$ cat src/rtl/pipe_stage_skid.sv
// -----------------------------------------------------------------------------
// pipe_stage_skid
//
// One pipeline stage with a two-entry skid buffer.  The "main" entry drives the
// downstream outputs.  The "skid" entry catches the one word that upstream may
// still push in the cycle the stage turns non-ready.  Because of the skid
// entry, InReady can be a pure register of the stage state and never has a
// combinational path from OutReady.
//
// Parameters
//   CTRL_W  width of the control field (forced to zero when nothing is valid)
//   DATA_W  width of the data field
//   CNT_W   width of the saturating stall counter
//
// Ports
//   CLK        in   sole clock, rising edge
//   Reset      in   synchronous, active-high; clears state, data and counter
//   Flush      in   synchronous bubble insertion; drops every held entry
//   InValid    in   upstream presents an entry
//   InReady    out  stage can accept (registered, state-only)
//   InCtrl     in   control field of the incoming entry
//   InData     in   data field of the incoming entry
//   OutValid   out  stage presents an entry downstream
//   OutReady   in   downstream accepts this cycle
//   OutCtrl    out  control of the presented entry, zero when OutValid=0
//   OutData    out  data of the presented entry, holds last value otherwise
//   Occupancy  out  number of held entries (0, 1 or 2)
//   StallCount out  saturating count of cycles with OutValid=1, OutReady=0
// -----------------------------------------------------------------------------

// Property checker for the stage's externally visible invariants.
module pipe_stage_skid_chk #(
    parameter int CTRL_W = 9
) (
    input  logic              CLK,
    input  logic              Reset,
    input  logic              InReady,
    input  logic              OutValid,
    input  logic [CTRL_W-1:0] OutCtrl,
    input  logic [1:0]        Occupancy
);

    // The state encoding 3 is unused and must never appear.
    a_occ_legal : assert property (@(posedge CLK) disable iff (Reset)
        Occupancy != 2'd3);

    // A bubble always carries an all-zero control field.
    a_ctrl_zero : assert property (@(posedge CLK) disable iff (Reset)
        OutValid || (OutCtrl == {CTRL_W{1'b0}}));

    // Ready only drops when both entries are occupied.
    a_ready_occ : assert property (@(posedge CLK) disable iff (Reset)
        InReady == (Occupancy != 2'd2));

    // Something is presented exactly when something is held.
    a_valid_occ : assert property (@(posedge CLK) disable iff (Reset)
        OutValid == (Occupancy != 2'd0));

endmodule

module pipe_stage_skid #(
    parameter int CTRL_W = 9,
    parameter int DATA_W = 96,
    parameter int CNT_W  = 16
) (
    input  logic              CLK,
    input  logic              Reset,
    input  logic              Flush,
    input  logic              InValid,
    output logic              InReady,
    input  logic [CTRL_W-1:0] InCtrl,
    input  logic [DATA_W-1:0] InData,
    output logic              OutValid,
    input  logic              OutReady,
    output logic [CTRL_W-1:0] OutCtrl,
    output logic [DATA_W-1:0] OutData,
    output logic [1:0]        Occupancy,
    output logic [CNT_W-1:0]  StallCount
);

    // Encoding doubles as the occupancy value.
    typedef enum logic [1:0] {
        ST_EMPTY = 2'd0,
        ST_ONE   = 2'd1,
        ST_FULL  = 2'd2
    } state_t;

    state_t              state_r;
    state_t              state_nxt_s;

    logic [CTRL_W-1:0]   main_ctrl_r;
    logic [DATA_W-1:0]   main_data_r;
    logic [CTRL_W-1:0]   skid_ctrl_r;
    logic [DATA_W-1:0]   skid_data_r;
    logic [CTRL_W-1:0]   main_ctrl_nxt_s;
    logic [DATA_W-1:0]   main_data_nxt_s;
    logic [CTRL_W-1:0]   skid_ctrl_nxt_s;
    logic [DATA_W-1:0]   skid_data_nxt_s;

    // Output registers, loaded from the next-state view so that every
    // port is a flop output.
    logic                in_ready_r;
    logic                out_valid_r;
    logic [CTRL_W-1:0]   out_ctrl_r;
    logic [1:0]          occ_r;
    logic [CNT_W-1:0]    stall_cnt_r;

    logic                in_ready_nxt_s;
    logic                out_valid_nxt_s;
    logic [CTRL_W-1:0]   out_ctrl_nxt_s;
    logic [1:0]          occ_nxt_s;
    logic [CNT_W-1:0]    stall_cnt_nxt_s;

    logic                accept_s;
    logic                transfer_s;
    logic                stall_s;

    // Handshake qualifiers, taken from the registered port values.
    always_comb begin
        accept_s   = InValid & in_ready_r;
        transfer_s = out_valid_r & OutReady;
        stall_s    = out_valid_r & ~OutReady;
    end

    // Next-state and entry-steering logic of the skid buffer.
    always_comb begin
        state_nxt_s     = state_r;
        main_ctrl_nxt_s = main_ctrl_r;
        main_data_nxt_s = main_data_r;
        skid_ctrl_nxt_s = skid_ctrl_r;
        skid_data_nxt_s = skid_data_r;

        if (Flush) begin
            // Data registers are left untouched; the bubble is produced by
            // dropping the state to EMPTY, which zeroes OutCtrl via OutValid.
            state_nxt_s = ST_EMPTY;
        end else begin
            case (state_r)
                ST_EMPTY: begin
                    if (accept_s) begin
                        state_nxt_s     = ST_ONE;
                        main_ctrl_nxt_s = InCtrl;
                        main_data_nxt_s = InData;
                    end else begin
                        state_nxt_s = ST_EMPTY;
                    end
                end
                ST_ONE: begin
                    if (accept_s && transfer_s) begin
                        // Pass-through: the new entry replaces the leaving one.
                        state_nxt_s     = ST_ONE;
                        main_ctrl_nxt_s = InCtrl;
                        main_data_nxt_s = InData;
                    end else if (accept_s) begin
                        // Downstream stalled: park the new entry behind main.
                        state_nxt_s     = ST_FULL;
                        skid_ctrl_nxt_s = InCtrl;
                        skid_data_nxt_s = InData;
                    end else if (transfer_s) begin
                        state_nxt_s = ST_EMPTY;
                    end else begin
                        state_nxt_s = ST_ONE;
                    end
                end
                ST_FULL: begin
                    // InReady is low here, so upstream is never accepted.
                    if (transfer_s) begin
                        state_nxt_s     = ST_ONE;
                        main_ctrl_nxt_s = skid_ctrl_r;
                        main_data_nxt_s = skid_data_r;
                    end else begin
                        state_nxt_s = ST_FULL;
                    end
                end
                default: begin
                    state_nxt_s = ST_EMPTY;
                end
            endcase
        end
    end

    // Derive the next values of the registered status outputs.
    always_comb begin
        in_ready_nxt_s  = 1'b1;
        out_valid_nxt_s = 1'b0;
        out_ctrl_nxt_s  = {CTRL_W{1'b0}};
        occ_nxt_s       = 2'd0;

        case (state_nxt_s)
            ST_EMPTY: begin
                in_ready_nxt_s  = 1'b1;
                out_valid_nxt_s = 1'b0;
                occ_nxt_s       = 2'd0;
            end
            ST_ONE: begin
                in_ready_nxt_s  = 1'b1;
                out_valid_nxt_s = 1'b1;
                occ_nxt_s       = 2'd1;
            end
            ST_FULL: begin
                in_ready_nxt_s  = 1'b0;
                out_valid_nxt_s = 1'b1;
                occ_nxt_s       = 2'd2;
            end
            default: begin
                in_ready_nxt_s  = 1'b1;
                out_valid_nxt_s = 1'b0;
                occ_nxt_s       = 2'd0;
            end
        endcase

        if (out_valid_nxt_s) begin
            out_ctrl_nxt_s = main_ctrl_nxt_s;
        end else begin
            out_ctrl_nxt_s = {CTRL_W{1'b0}};
        end
    end

    // Saturating stall counter; Flush deliberately has no effect on it.
    always_comb begin
        stall_cnt_nxt_s = stall_cnt_r;
        if (stall_s && (stall_cnt_r != {CNT_W{1'b1}})) begin
            stall_cnt_nxt_s = stall_cnt_r + {{(CNT_W-1){1'b0}}, 1'b1};
        end else begin
            stall_cnt_nxt_s = stall_cnt_r;
        end
    end

    // State, entry storage and output registers.
    always_ff @(posedge CLK) begin
        if (Reset) begin
            state_r     <= ST_EMPTY;
            main_ctrl_r <= {CTRL_W{1'b0}};
            main_data_r <= {DATA_W{1'b0}};
            skid_ctrl_r <= {CTRL_W{1'b0}};
            skid_data_r <= {DATA_W{1'b0}};
            in_ready_r  <= 1'b1;
            out_valid_r <= 1'b0;
            out_ctrl_r  <= {CTRL_W{1'b0}};
            occ_r       <= 2'd0;
            stall_cnt_r <= {CNT_W{1'b0}};
        end else begin
            state_r     <= state_nxt_s;
            main_ctrl_r <= main_ctrl_nxt_s;
            main_data_r <= main_data_nxt_s;
            skid_ctrl_r <= skid_ctrl_nxt_s;
            skid_data_r <= skid_data_nxt_s;
            in_ready_r  <= in_ready_nxt_s;
            out_valid_r <= out_valid_nxt_s;
            out_ctrl_r  <= out_ctrl_nxt_s;
            occ_r       <= occ_nxt_s;
            stall_cnt_r <= stall_cnt_nxt_s;
        end
    end

    assign InReady    = in_ready_r;
    assign OutValid   = out_valid_r;
    assign OutCtrl    = out_ctrl_r;
    assign OutData    = main_data_r;
    assign Occupancy  = occ_r;
    assign StallCount = stall_cnt_r;

    pipe_stage_skid_chk #(
        .CTRL_W (CTRL_W)
    ) u_chk (
        .CLK       (CLK),
        .Reset     (Reset),
        .InReady   (in_ready_r),
        .OutValid  (out_valid_r),
        .OutCtrl   (out_ctrl_r),
        .Occupancy (occ_r)
    );

endmodule

$ cat config.mk
export PLATFORM = sky130hd
export DESIGN_NAME = pipe_stage_skid
export DESIGN_NICKNAME = d
export VERILOG_FILES = /design/src/rtl/pipe_stage_skid.sv
export SDC_FILE = /design/constraint.sdc
export NUM_CORES = 1
export LEC_CHECK = 0
export ABC_CLOCK_PERIOD_IN_PS = 2800
export CAP_MARGIN = 15
export CORE_ASPECT_RATIO = 1.1
export CORE_MARGIN = 5
export CORE_UTILIZATION = 50
export DETAILED_ROUTE_END_ITERATION = 8
export PLACE_DENSITY_LB_ADDON = 0.2
export SKIP_LAST_GASP = 1
export SYNTH_ARGS = -nofsm -noshare
export SYNTH_HDL_FRONTEND = slang
export SYNTH_HIERARCHICAL = 1
export SYNTH_SLANG_ARGS = --single-unit
export TNS_END_PERCENT = 10
$ cat constraint.sdc
create_clock -name CLK -period 2.8 [get_ports CLK]
set_clock_uncertainty 0.2 [all_clocks]
set_input_delay 0.42 -clock CLK [delete_from_list [all_inputs] [get_ports CLK]]
set_output_delay 0.42 -clock CLK [all_outputs]
set_load 0.005 [all_outputs]
==> results.json, run 1 <==
{
  "clkPwrFrac": 0.420,
  "slew_headroom": 0.488,
  "yosysUniqueCellTypes": 46,
  "port_buffers": 234,
  "cts-root-buf": "clkbuf_16",
  "io_pins": 235,
  "dpl.cell_count": 1504,
  "cts_setup_buffers": 0,
  "yosysTopAreaCell": "dfxtp_1",
  "netSwitchingFraction": 0.233,
  "place_ws_ns": -0.0673,
  "multi_input_area_um2": 4580,
  "ir_drop_uv": 483,
  "gp_routability_congestion": 0.794,
  "n_antenna_cell": 0,
  "worstHoldPathCells": 2,
  "dpl.hpwl_um": 16300,
  "ys_ff_latch": 241,
  "power_uw": 7900,
  "grt_pass1_wl_um": 41200,
  "firstDrtPassIters": 4,
  "hp-class": "input port to register",
  "design_area_um2": 13300,
  "vias": 8693,
  "synthArstFlopShare": 0,
  "gr-total-overflow": 0,
  "powerDensity_nw_per_um2": 593,
  "fill_cells": 1583,
  "grt_use_total": 0.218,
  "wl_per_cell_um": 16.7,
  "worstMarginPinSlew_ns": 0.769,
  "synthDominantCellAreaShare": 0.488,
  "cp_slowest_stage_delay_ns": 0.49,
  "die_h_um": 158,
  "cts_made_buffers": 26,
  "drt_iter0_drc": 424,
  "intPower_uw": 6060,
  "synth_ff_type": "dfxtp_1",
  "ys_warn_count": 6,
  "rsz0062_at_grt": "no",
  "fin_nets": 1396,
  "stdcell_count": 1553,
  "grt_max_degree": 113,
  "final_cell_mix": "241 x dfxtp_1, 233 x clkdlybuf4s50_1, 221 x nand2_1",
  "cp_cell_sequence": "clkdlybuf4s50_1 -> nand2_1 -> ha_1 -> and3b_1 -> o21ai_0 -> inv_1 -> ha_1 -> nor2_1 -> a21boi_2 -> buf_4 -> o2bb2ai_1",
  "routed_via_density": 5.60,
  "wirelength_um": 26000,
  "layout_commonest_cell": "dfxtp_1",
  "htreeDepth": 1,
  "fmax_ghz": 0.420,
  "r2r_cells": 11,
  "seqPwrFrac": 0.461,
  "p_leak_uw": 0.00514,
  "start_kind": "input port",
  "cts_buffer_depth": 3,
  "syn_to_final_growth_pct": 34.6,
  "holdPathEnd": "StallCount[8]",
  "synth_area_um2": 9890,
  "ant_nets": 0,
  "fin_util": 0.677,
  "syn_nets": 1210,
  "syn-instance-count": 1095,
  "clkSinkCount": 241,
  "grt_pass1_vias": 8142,
  "setup_ws_ns": 0.417,
  "placed_cell_area_um2": 12500,
  "crit_path_end_kind": "register",
  "synth_edf_count": 0,
  "max-cap-violations": 0,
  "p_switching_uw": 1840,
  "drc": 0,
  "seqCellArea_um2": 4820,
  "r2r-start": "InReady",
  "setup_viol": 0,
  "ys_seq_area_frac": 0.488,
  "critPathKind": "input port to register",
  "r2r-end": "OutCtrl[7]",
  "cp.arrival_ns": 2.62,
  "outcome": "finished, final reports clean",
  "cts.reportedPaths.clkPinSlew_ns": 0.06,
  "initial_core_util": 0.503,
  "rows": 54,
  "min_from": "Reset",
  "finalHoldViolCount": 0,
  "finalCritPeriodShare": 0.851,
  "required_ns": 3.03,
  "critPathSlowestCell": "clkdlybuf4s50_1",
  "antenna_found_initial": 2,
  "final_max_slew_viol_count": 0,
  "die_w_um": 144,
  "crit_top_cell": "ha_1",
  "synth_area_leaders": "dfxtp_1 49%, a21oi_1 11%, mux2i_1 9.7%",
  "r2r_setup_slack_ns": 0.43,
  "avgSynthCellArea_um2": 9.04,
  "critPathMaxFanout": 9,
  "cts_tree": "built",
  "ctsHoldBuffers": 0,
  "core_area_um2": 19700,
  "comb_power_share": 0.119,
  "clk_latency_ns": 0.51,
  "cts_resized": 0,
  "die-area_um2": 22700,
  "layout-drive-gt1-share": 0.0638,
  "post-route-min-period_ns": 2.38
}
## worst max-delay path: cells and delay by family
family / cells / cell delay [ns]
and+or+nand+nor: 3 / 0.42
AOI/OAI and AO/OA: 3 / 0.53
adders and majority gates: 2 / 0.47
buffers and inverters: 3 / 0.77
## layout make-up
type / instances / area share
Sequential cell: 241 / 0.362
Multi-Input combinational cell: 742 / 0.344
Timing Repair Buffer: 263 / 0.204
Clock buffer: 38 / 0.0576
Tap cell: 252 / 0.0237
Clock inverter: 10 / 0.00564
Inverter: 7 / 0.00235
## stage by stage
stage / hold slack [ns] / setup TNS, ns
2_1_floorplan: 0.233 / 0
3_3_place_gp: 0.240 / 0
3_5_place_dp: 0.242 / -0.454
4_1_cts: 0.0699 / 0
5_1_grt: 0.0909 / 0
6_report: 0.0928 / 0
## power by group through the flow
| stage | Clock, µW | Sequential, µW | Combinational (µW) |
|---|---|---|---|
| after global routing | 3570 | 3650 | 1020 |
| after detailed placement | 0 | 3710 | 941 |
| after floorplan | 0 | 3710 | 416 |
| after global placement | 0 | 3710 | 928 |
| final | 3320 | 3640 | 940 |
| after CTS | 3400 | 3640 | 946 |
## worst max path at each step
stage               cells past startpoint  slack (ns)       start          to
CTS                                    10        0.44    OutReady  OutCtrl[7]
finish                                 11        0.42    OutReady  OutCtrl[7]
global placement                       11       0.002    OutReady  OutCtrl[7]
global route                           10        0.25    OutReady  OutCtrl[7]
detailed placement                     11       -0.07    OutReady  OutCtrl[7]
floorplan                              10        0.32  state_r[1]  OutCtrl[0]
## flip-flops by register name, summed over array words and instances (netlist names)
signal       flops
skid_ctrl_r      9
main_ctrl_r      9
OutValid         1
state_r          2
InReady          1
OutData         96
Occupancy        2
skid_data_r     96
StallCount      16
OutCtrl          9
## cell usage after synthesis (all sizes together) (2+ instances only)
cell,n
and3b,2
mux2i,96
or4,5
nand4,8
a22oi,9
o2bb2ai,18
nor2,12
a21boi,2
nand3,3
dfxtp,241
and3,2
nor4,2
clkbuf,62
buf,43
o21ai,6
o31ai,5
o41ai,2
nand2,221
nor3,9
nand2b,4
a311oi,96
ha,5
a21oi,215
and4,2
or3,3
mux2,2
nor2b,4
inv,7
## cells by family after synthesis
kind of cell | after synthesis | share of synthesized area
adder cells (fa/ha/maj) | 5 | 0.00632
XOR/XNOR | 1 | 0.000885
multiplexers | 98 | 0.0994
AO/OA/AOI/OAI | 356 | 0.232
flip-flops | 241 | 0.488
AND/OR/NAND/NOR | 282 | 0.123
buffers and inverters | 112 | 0.0506
## per-layer routing
layer | global-route usage | vias up | part of all wire
met1 | 0.280 | 4041 | 0.41
met4 | 0.0700 | 4 | 0.023
met2 | 0.356 | 250 | 0.48
met3 | 0.0589 | 46 | 0.081
met5 | 0 | - | 0.00096
li1 | - | 4352 | -
Power figures use the tool's default switching activity.
==> run 2: changes to the inputs <==
CAP_MARGIN = 20   (was 15)
REMOVE_ABC_BUFFERS = 1   (was not set)
==> run 2 against run 1 <==
Final area is 0.49% lower. Non-clock buffer count is 1 higher. Flip-flop and latch count stayed put. Combinational power hardly changed. Worst hold slack worse by 0.017 ns. Largest cell class unchanged.
==> results.json, run 2 (synthesis gave the netlist of run 1 again) <==
{
  "cts_tree": "built",
  "firstDrtPassIters": 4,
  "rsz0062_at_grt": "no",
  "gr-total-overflow": 0,
  "drc": 0,
  "routed_via_density": 5.66,
  "power_uw": 7740,
  "final_cell_mix": "241 x dfxtp_1, 233 x clkdlybuf4s50_1, 221 x nand2_1",
  "required_ns": 3.04,
  "clkSinkCount": 241,
  "rows": 54,
  "gp_routability_congestion": 0.869,
  "cts_buffer_depth": 3,
  "cts_resized": 0,
  "htreeDepth": 1,
  "worstMarginPinSlew_ns": 0.748,
  "netSwitchingFraction": 0.237,
  "fill_cells": 1612,
  "grt_pass1_vias": 8303,
  "max-cap-violations": 0,
  "cp.arrival_ns": 2.69,
  "cts.reportedPaths.clkPinSlew_ns": 0.06,
  "clkPwrFrac": 0.407,
  "wirelength_um": 26300,
  "p_leak_uw": 0.00511,
  "syn_to_final_growth_pct": 33.9,
  "initial_core_util": 0.503,
  "comb_power_share": 0.122,
  "finalCritPeriodShare": 0.874,
  "finalHoldViolCount": 0,
  "dpl.cell_count": 1505,
  "grt_pass1_wl_um": 41300,
  "port_buffers": 234,
  "cts-root-buf": "clkbuf_16",
  "io_pins": 235,
  "ant_nets": 0,
  "die_w_um": 144,
  "hp-class": "input port to register",
  "die-area_um2": 22700,
  "layout_commonest_cell": "dfxtp_1",
  "critPathMaxFanout": 9,
  "fin_nets": 1396,
  "setup_viol": 0,
  "crit_path_end_kind": "register",
  "layout-drive-gt1-share": 0.0625,
  "vias": 8754,
  "cts_setup_buffers": 0,
  "antenna_found_initial": 2,
  "critPathKind": "register to register",
  "cts_made_buffers": 25,
  "finalSetupTns_ns": 0,
  "clk_latency_ns": 0.52,
  "drt_iter0_drc": 367,
  "slew_headroom": 0.502,
  "post-route-min-period_ns": 2.45,
  "dpl.hpwl_um": 16600,
  "p_switching_uw": 1830,
  "ir_drop_uv": 506,
  "powerDensity_nw_per_um2": 584,
  "core_area_um2": 19700,
  "final_max_slew_viol_count": 0,
  "grt_max_degree": 117,
  "outcome": "finished, final reports clean",
  "intPower_uw": 5910,
  "die_h_um": 158,
  "grt_use_total": 0.218,
  "fmax_ghz": 0.409,
  "start_kind": "register",
  "fin_util": 0.674,
  "seqPwrFrac": 0.471,
  "stdcell_count": 1548,
  "wl_per_cell_um": 17.0,
  "ctsHoldBuffers": 0
}
run 2: cell types whose count changed in the layout (fill, tap and decap cells not counted), moves of 2 or more:
cell / change
clkbuf_16: -2
clkbuf_1: -4
buf_4: +2
clkbuf_8: +3
clkinv_2: -4
run 2: path summary, 6_finish.rpt:
kind / startpoint / end / slack, ns / depth (start not counted)
worst max register to register: OutValid / OutCtrl[5] / 0.35 / 10
worst max-delay path: OutValid / OutCtrl[5] / 0.35 / 10
worst min-delay path: Reset / skid_data_r[82] / 0.08 / 2
worst min register to register: skid_data_r[1] / skid_data_r[1] / 0.25 / 2
run 2: final cells by class:
cell class / instances / area (µm²) / area share
flip-flops and latches: 241 / 4820 / 0.364
multi-input cells: 742 / 4580 / 0.346
repair buffers: 264 / 2720 / 0.205
clock buffers: 35 / 743 / 0.0561
well taps: 252 / 315 / 0.0238
clock inverters: 6 / 33.8 / 0.00255
inverters: 7 / 31.3 / 0.00236
diodes: 1 / 2.50 / 0.000189
run 2: power by group through the flow:
stage	combinational [µW]	clock, µW	sequential (µW)
5_1_grt	1020	3370	3660
3_3_place_gp	928	0	3720
3_5_place_dp	942	0	3720
4_1_cts	945	3220	3640
2_1_floorplan	352	0	3710
6_report	941	3150	3640
run 2: routing by layer:
metal  vias to the layer above  GRT usage  part of all wire
met5                         -          0           0.00076
met3                        50     0.0504             0.069
met4                         2     0.0717             0.027
met2                       238      0.369              0.49
met1                      4120      0.274              0.41
li1                       4344          -                 -
run 2: critical path, stage by stage (launching register included):
cell and delay [ns]:
dfxtp_1 0.45, nand2_1 0.11, ha_1 0.21, and3b_1 0.17, o21ai_0 0.19, inv_1 0.10, ha_1 0.27, nor2_1 0.17
a21boi_2 0.18, buf_4 0.17, o2bb2ai_1 0.13
run 2: through the flow:
step                hold slack, ns  area, µm²  worst slack, ns
finish                      0.0756      13300            0.353
global placement             0.240      12500           0.0194
detailed placement           0.246      12500          -0.0143
CTS                         0.0712      13200            0.359
floorplan                    0.230       9420            -6.11
global route                0.0873      13300            0.114
